$ cat config.mk
export PLATFORM = sky130hd
export DESIGN_NAME = psr_flag_unit_flat
export DESIGN_NICKNAME = d
export VERILOG_FILES = /design/src/rtl/psr_flag_unit_if.sv /design/src/rtl/psr_flag_unit.sv /design/src/flat_wrapper.sv
export SDC_FILE = /design/constraint.sdc
export NUM_CORES = 1
export LEC_CHECK = 0
export CAP_MARGIN = 5
export CORE_AREA = 2 2 39 41
export CTS_BUF_LIST = sky130_fd_sc_hd__clkbuf_16
export CTS_CLUSTER_DIAMETER = 40
export CTS_CLUSTER_SIZE = 10
export DETAILED_ROUTE_END_ITERATION = 8
export DIE_AREA = 0 0 41 43
export PLACE_DENSITY_LB_ADDON = 0.1
export SYNTH_ARGS = -nofsm -noshare
export SYNTH_HDL_FRONTEND = slang
export SYNTH_SLANG_ARGS = --single-unit
$ cat constraint.sdc
create_clock -name clk -period 1.88 [get_ports clk]
set_input_delay 0.376 -clock clk [delete_from_list [all_inputs] [get_ports clk]]
set_output_delay 0.376 -clock clk [all_outputs]
set_load 0.005 [all_outputs]
$ cat src/rtl/psr_flag_unit_if.sv
// Bundle of decode, writeback and direct-write signals between the pipeline
// and the status-flag unit, plus the flag/interlock outputs it returns.
interface psr_flag_if #(
  parameter int CNT_W = 2
);
  // Decode side
  logic             issue_valid;
  logic             issue_set;
  logic [3:0]       issue_cond;
  // Writeback side
  logic             wb_valid;
  logic             wb_pass;
  logic [3:0]       wb_nzcv;
  // Direct (MSR-style) write
  logic             msr_we;
  logic [3:0]       msr_nzcv;
  // Outputs of the flag unit
  logic             n_flag;
  logic             z_flag;
  logic             c_flag;
  logic             v_flag;
  logic             stall;
  logic [CNT_W-1:0] pending;
  logic             err;

  // Pipeline side: drives requests, observes flags and interlock.
  modport master (
    output issue_valid, issue_set, issue_cond,
    output wb_valid, wb_pass, wb_nzcv,
    output msr_we, msr_nzcv,
    input  n_flag, z_flag, c_flag, v_flag,
    input  stall, pending, err
  );

  // Flag unit side.
  modport slave (
    input  issue_valid, issue_set, issue_cond,
    input  wb_valid, wb_pass, wb_nzcv,
    input  msr_we, msr_nzcv,
    output n_flag, z_flag, c_flag, v_flag,
    output stall, pending, err
  );
endinterface

$ cat src/rtl/psr_flag_unit.sv
// Architectural NZCV flag register with a pending-writer interlock.
// Flag-setting instructions in flight are counted; decode of any
// flag-reading instruction is stalled until that count is back to zero,
// which is exactly the cycle the last writeback's flags become visible.
module psr_flag_unit #(
  parameter int MAX_PENDING = 3,
  parameter int CNT_W       = 2
) (
  input  logic        clk,
  input  logic        rst_n,
  psr_flag_if.slave   bus
);

  localparam logic [CNT_W-1:0] MAX_CNT = CNT_W'(MAX_PENDING);

  // Reject counter limits the counter width cannot represent.
  generate
    if (MAX_PENDING < 1 || MAX_PENDING > (1 << CNT_W) - 1) begin : g_bad_param
      $error("psr_flag_unit: MAX_PENDING out of range for CNT_W");
    end
  endgenerate

  logic [3:0]       nzcv_q;
  logic [CNT_W-1:0] pend_q;
  logic             err_q;

  logic reads_flags;
  logic pend_zero;
  logic stall_c;
  logic accept;
  logic commit;
  logic msr_load;
  logic msr_drop;
  logic underflow;

  // Interlock and update-qualifier decode; reads only registered state
  // and issue/wb/msr inputs, never feeds wb/msr data to any output.
  always_comb begin
    // NOTE: every signal is assigned on every path of this block, so no
    // latch can be inferred.
    reads_flags = (bus.issue_cond[3:1] != 3'b111);   // AL and 1111 ignore flags
    pend_zero   = (pend_q == '0);
    stall_c     = bus.issue_valid &&
                  ((reads_flags && !pend_zero) ||
                   (bus.issue_set && (pend_q == MAX_CNT)));
    accept      = bus.issue_valid && bus.issue_set && !stall_c;
    commit      = bus.wb_valid && bus.wb_pass;
    msr_load    = bus.msr_we && !commit && pend_zero;
    msr_drop    = bus.msr_we && (commit || !pend_zero);
    underflow   = bus.wb_valid && pend_zero;
  end

  // In-flight flag-setter count: +1 on accepted issue, -1 on writeback,
  // net zero when both happen; never wraps below zero.
  always_ff @(posedge clk) begin
    // NOTE: rst_n is sampled only at the clock edge (synchronous reset),
    // and all state uses non-blocking assignments.
    if (!rst_n) begin
      pend_q <= '0;
    end else if (accept && !bus.wb_valid) begin
      pend_q <= pend_q + 1'b1;
    end else if (bus.wb_valid && !accept && !pend_zero) begin
      pend_q <= pend_q - 1'b1;
    end
  end

  // Flag register: writeback commit beats a direct write; a direct write
  // is only honoured when no flag setter is in flight.
  always_ff @(posedge clk) begin
    if (!rst_n) begin
      nzcv_q <= 4'b0000;
    end else if (commit) begin
      nzcv_q <= bus.wb_nzcv;
    end else if (msr_load) begin
      nzcv_q <= bus.msr_nzcv;
    end
  end

  // Sticky protocol error: writeback underflow or a dropped direct write.
  always_ff @(posedge clk) begin
    if (!rst_n) begin
      err_q <= 1'b0;
    end else if (underflow || msr_drop) begin
      err_q <= 1'b1;
    end
  end

  assign bus.n_flag  = nzcv_q[3];
  assign bus.z_flag  = nzcv_q[2];
  assign bus.c_flag  = nzcv_q[1];
  assign bus.v_flag  = nzcv_q[0];
  assign bus.stall   = stall_c;
  assign bus.pending = pend_q;
  assign bus.err     = err_q;

endmodule
$ cat src/flat_wrapper.sv
// flat-port wrapper written by rule: the top's interface ports become plain ports
module psr_flag_unit_flat 
#(
  parameter int MAX_PENDING = 3,
  parameter int CNT_W       = 2
)
  (clk, rst_n, bus_issue_valid, bus_issue_set, bus_issue_cond, bus_wb_valid, bus_wb_pass, bus_wb_nzcv, bus_msr_we, bus_msr_nzcv, bus_n_flag, bus_z_flag, bus_c_flag, bus_v_flag, bus_stall, bus_pending, bus_err);
  psr_flag_if #(.CNT_W(CNT_W)) bus_i ();
  input  logic clk;
  input  logic rst_n;
  input wire logic [$bits(bus_i.issue_valid)-1:0] bus_issue_valid;
  input wire logic [$bits(bus_i.issue_set)-1:0] bus_issue_set;
  input wire logic [$bits(bus_i.issue_cond)-1:0] bus_issue_cond;
  input wire logic [$bits(bus_i.wb_valid)-1:0] bus_wb_valid;
  input wire logic [$bits(bus_i.wb_pass)-1:0] bus_wb_pass;
  input wire logic [$bits(bus_i.wb_nzcv)-1:0] bus_wb_nzcv;
  input wire logic [$bits(bus_i.msr_we)-1:0] bus_msr_we;
  input wire logic [$bits(bus_i.msr_nzcv)-1:0] bus_msr_nzcv;
  output wire logic [$bits(bus_i.n_flag)-1:0] bus_n_flag;
  output wire logic [$bits(bus_i.z_flag)-1:0] bus_z_flag;
  output wire logic [$bits(bus_i.c_flag)-1:0] bus_c_flag;
  output wire logic [$bits(bus_i.v_flag)-1:0] bus_v_flag;
  output wire logic [$bits(bus_i.stall)-1:0] bus_stall;
  output wire logic [$bits(bus_i.pending)-1:0] bus_pending;
  output wire logic [$bits(bus_i.err)-1:0] bus_err;
  assign bus_i.issue_valid = bus_issue_valid;
  assign bus_i.issue_set = bus_issue_set;
  assign bus_i.issue_cond = bus_issue_cond;
  assign bus_i.wb_valid = bus_wb_valid;
  assign bus_i.wb_pass = bus_wb_pass;
  assign bus_i.wb_nzcv = bus_wb_nzcv;
  assign bus_i.msr_we = bus_msr_we;
  assign bus_i.msr_nzcv = bus_msr_nzcv;
  assign bus_n_flag = bus_i.n_flag;
  assign bus_z_flag = bus_i.z_flag;
  assign bus_c_flag = bus_i.c_flag;
  assign bus_v_flag = bus_i.v_flag;
  assign bus_stall = bus_i.stall;
  assign bus_pending = bus_i.pending;
  assign bus_err = bus_i.err;
  psr_flag_unit #(.MAX_PENDING(MAX_PENDING), .CNT_W(CNT_W)) u_core (.clk(clk), .rst_n(rst_n), .bus(bus_i));
endmodule
# After elaboration in Yosys (flattened, before gate mapping)
# Index checks and enable logic that the tools add are counted.
classes:
  add_sub_neg: 2
  n_eq_ne: 2
  muxes: 4
  reduce_logical: 24
ops:
  columns: ["operator", "count"]
  rows:
  - ["$logic_and 1x1->1", 13]
  - ["$mux 4", 2]
  - ["$logic_not 1->1", 5]
  - ["$mux 2", 2]
  - ["$reduce_bool 2->1", 2]
  - ["$logic_or 1x1->1", 3]
  - ["$ne 3x3->1 const B", 1]
  - ["$add 2x1->2 const B", 1]
  - ["$eq 2x2->1 const B", 1]
  - ["$logic_not 2->1", 1]
  - ["$sub 2x1->2 const B", 1]
word_totals:
  ff_bits: 7
  word_cells: 35

# Depth between registers and ports, before layout
logic_depth:
  ltp_word: 12
  ltp_mapped: 5
  ltp_nobuf: 4

# Least setup slack after synthesis
# OpenSTA, ideal clock, no wires.
synth_path:
  kind: "input to register"
  startpoint: "in bus_wb_valid"
  endpoint: "reg u_core.pend_q[0], in the netlist u_core.bus.pending[0]"
  setup_ns: 0.122
  t_arrival_ns: 1.223
  path_slack_ns: 0.535
  path_stages: 4
  path_buffers: 1
  path_cell_list: "buf_6 -> or4_1 -> a32oi_1 -> a211oi_1"
synth_via:
  elab_chain_len: 3
  elab_cells_between_ends: 6
synth_rtl:
  columns: ["item", "line_no", "source"]
  rows:
  - ["start: declaration", "flat_wrapper.sv:14", "input wire logic [$bits(bus_i.wb_valid)-1:0] bus_wb_valid;"]
  - ["$logic_not 1->1 / $logic_and 1x1->1 (equally long branches)", "psr_flag_unit.sv:60, psr_flag_unit.sv:62", null]
  - ["$logic_and 1x1->1 (on tied branches)", "psr_flag_unit.sv:60, psr_flag_unit.sv:62", null]
  - ["$mux 2 / $reduce_bool 2->1 (equally long branches)", null, null]
  - ["end signal: assignment", "psr_flag_unit.sv:61", "pend_q <= pend_q + 1'b1;"]
  - ["end signal: assignment", "psr_flag_unit.sv:63", "pend_q <= pend_q - 1'b1;"]
  - ["end: declaration", "psr_flag_unit.sv:24", "logic [CNT_W-1:0] pend_q;"]
# Parallel ways exist; a longest one is shown, timed or not.
# A chain may end at the register's enable or synchronous reset.

# Worst setup path after layout
layout_path:
  startpoint: "in bus_issue_set"
  endpoint: "out bus_stall"
layout_via:
  elab_chain_len: 3
layout_rtl:
  columns: ["item", "line_no", "source"]
  rows:
  - ["start: declaration", "flat_wrapper.sv:12", "input wire logic [$bits(bus_i.issue_set)-1:0] bus_issue_set;"]
  - ["$logic_and 1x1->1", "psr_flag_unit.sv:45", "(bus.issue_set && (pend_q == MAX_CNT)));"]
  - ["$logic_or 1x1->1", "psr_flag_unit.sv:44", "((reads_flags && !pend_zero) ||"]
  - ["$logic_and 1x1->1", "psr_flag_unit.sv:43", "stall_c = bus.issue_valid &&"]
  - ["end: declaration", "flat_wrapper.sv:23", "output wire logic [$bits(bus_i.stall)-1:0] bus_stall;"]
# Every way passes these cells.

==> metrics.txt <==
Worst Tran Pin Value between 300 and 400 ps; Hold Path Class reg -> reg; Min-Delay Path Depth 1; Buf/Inv on CP 2; Post-Syn Area per Cell about 9.3 um2; sequential fraction of the synthesis area 0.3085; die height between 40 and 50 um; antenna violations before repair 0; hold_sp u_core.bus.err; logic gate share of total power 0.202; pre-CTS setup slack -271.7 ps; Mapped Area roughly 450 um2; fraction of layout cells with a size suffix above 1 0.2927; Max Slew Vio Count 0; routed len/inst roughly 11 um; Yosys reg bits 7; Syn Nets 68; P_sw around 130 uW; Congestion Overflow GR 0; WP depth 5; GRT Util Overall 0.1493; max_slew headroom 0.7972; vias ~450; DRT Pass-1 Iters 3; CP max stage cell clkdlybuf4s50_1; vias in the first global route about 430; Final period util 0.9131; critical path capture point type output pin; DRT iter0 DRCs 1; most common cell after layout, fill and taps aside clkdlybuf4s50_1; DRT Wirelength about 1100 um; final setup vio count 0; post-route ant nets 0; Initial Util 0.3282; Std-Cell Core Area 1384 um2; die span in x around 41 um; Residual DRC 0; Num CTS Buffers 3; worst r2r path cells 4; CP Launch Type primary input; # placed instances 92; Critical Path Fanout Max 2; I/O Buffers 25; cell taking the most area after synthesis dfxtp_1; global-route wire length before repair approximately 1800 um; clock buffer depth 2; CP Launch Point bus_issue_set; max_cap viols 0; die area between 1500 and 2000 um2; root buffer cell clkbuf_16; fin crit period 1717 ps; TNS Setup 0 ps; final RePlAce weighted congestion 0.7739; Post-DP Area ~730 um2; Critical Path RT around 1500 ps; synth unique cells 23; worst-skew pair later-pin latency 230 ps; Syn. warnings 0; Worst EP arrival 1340 ps; post-synth top area share 0.3085; Finished Cell Area between 800 and 900 um2; n_diodes 0; CTS tree yes; chain of cells forming the critical path clkdlybuf4s50_1, a21o_2, a22oi_2, nor2b_1, buf_2; H-tree Lvls 1; cell count after synthesis 49; final worst setup slack around 160 ps; R2R Path Start u_core.bus.pending[1]; site row count 14; RSZ-0062 raised after global routing false; CTS clock-pin slew for the worst setup and hold paths 30 ps; DP HPWL a little over 800 um; CP Class in -> out; register share of total power 0.254; Via density 4.541; CTS sink cnt 7; Clock power frac 0.545; status finished clean; Setup Skew roughly 1.8 ps; Max stage delay on crit path between 400 and 500 ps; PwrDens between 700 and 800 nW/um2; CP delay by family, top buffers and inverters; Final Hold Violating Endpoints 0; Leak 0.0003659 uW; I/O pins 27; nets@finish ~100; largest net degree at the start of global routing 9; Switching Share 0.2008; Synth-to-Final Area Change 86.23%; worst vdd ir between 0.5 and 0.6 mV; Pint approximately 520 uW; ranking of synthesized cells by area dfxtp_1 31%, mux2_2 12%, mux2i_1 8.8%; commonest non-fill, non-tap cells in the layout 21 x clkdlybuf4s50_1, 7 x buf_4, 7 x dfxtp_1; non-filler cells, final 98; highest clock rate a little under 0.6 GHz
==> synth_stat cells (all sizes together) <==
master / number
o21ai: 1
mux2i: 4
xor2: 1
inv: 1
nor2b: 5
nand3b: 1
nand3: 3
a21oi: 1
mux2: 5
or4: 1
nand2: 6
a21o: 1
nor2: 3
dfxtp: 7
o31ai: 1
buf: 3
a32oi: 1
a21boi: 1
a22oi: 1
o21a: 1
a211oi: 1
==> per-stage QoR <==
stage	hold slack (ps)	total power (uW)	utilization
finish	478.8	655.4	0.6112
floorplan	464.2	225.2	-
detailed placement	455.7	295.4	0.5262
CTS	477.3	660.9	0.5904
global route	514.5	681.1	0.6112
global placement	458.7	294.8	0.5262
==> final cells by class <==
type                            count  area (um2)
Clock buffer                        3       75.07
Multi-Input combinational cell     38       297.8
Tap cell                           16       20.02
Timing Repair Buffer               32       305.3
Fill cell                         133       538.0
Sequential cell                     7       140.1
Inverter                            1       3.754
Clock inverter                      1       3.754
==> metal layers <==
| layer | GRT usage | wire length [um] |
|---|---|---|
| met1 | 0.1993 | 542 |
| met2 | 0.2031 | 424 |
| met3 | 0.03665 | 126 |
| met4 | 0.1000 | 26 |
| met5 | 0 | 0 |
==> worst paths after layout <==
check / endpoint / slack (ps)
hold reg to reg: u_core.bus.err / 480
setup / recovery: bus_stall / 160
hold / removal: u_core.bus.err / 480
setup reg to reg: u_core.bus.pending[0] / 490
==> power by group through the flow <==
stage	Clock, uW	Sequential, uW	Combinational (uW)
after global routing	369	168	144
after CTS	366	166	129
after detailed placement	0	168	127
final	357	166	132
after global placement	0	168	127
after floorplan	0	169	55.7
==> flip-flops by register name, summed over array words and instances (netlist names) <==
signal,cells
u_core.bus.err,1
u_core.nzcv_q,4
u_core.bus.pending,2
==> cell families after synthesis <==
group                     share of synthesized area
buffers and inverters                       0.08263
and+or+nand+nor                              0.2259
xor gates and xnor gates                    0.01929
AOI/OAI and AO/OA                            0.1515
muxes                                        0.2121
DFF                                          0.3085
==> worst register-to-register path: cells and delay by family (launching register included) <==
kind                   cells  cell delay [ps]
and+or+nand+nor            1              530
DFF                        1              330
AOI/OAI and AO/OA          2              260
buffers and inverters      1              160
==> repair_timing <==
item,CTS,global route
endpoints found under the setup margin,1,2
pin swaps,2,3
resized for setup,4,7
setup buffers,2,0
hold buffers,0,0
Note: power is estimated with default switching activity, not from simulation.
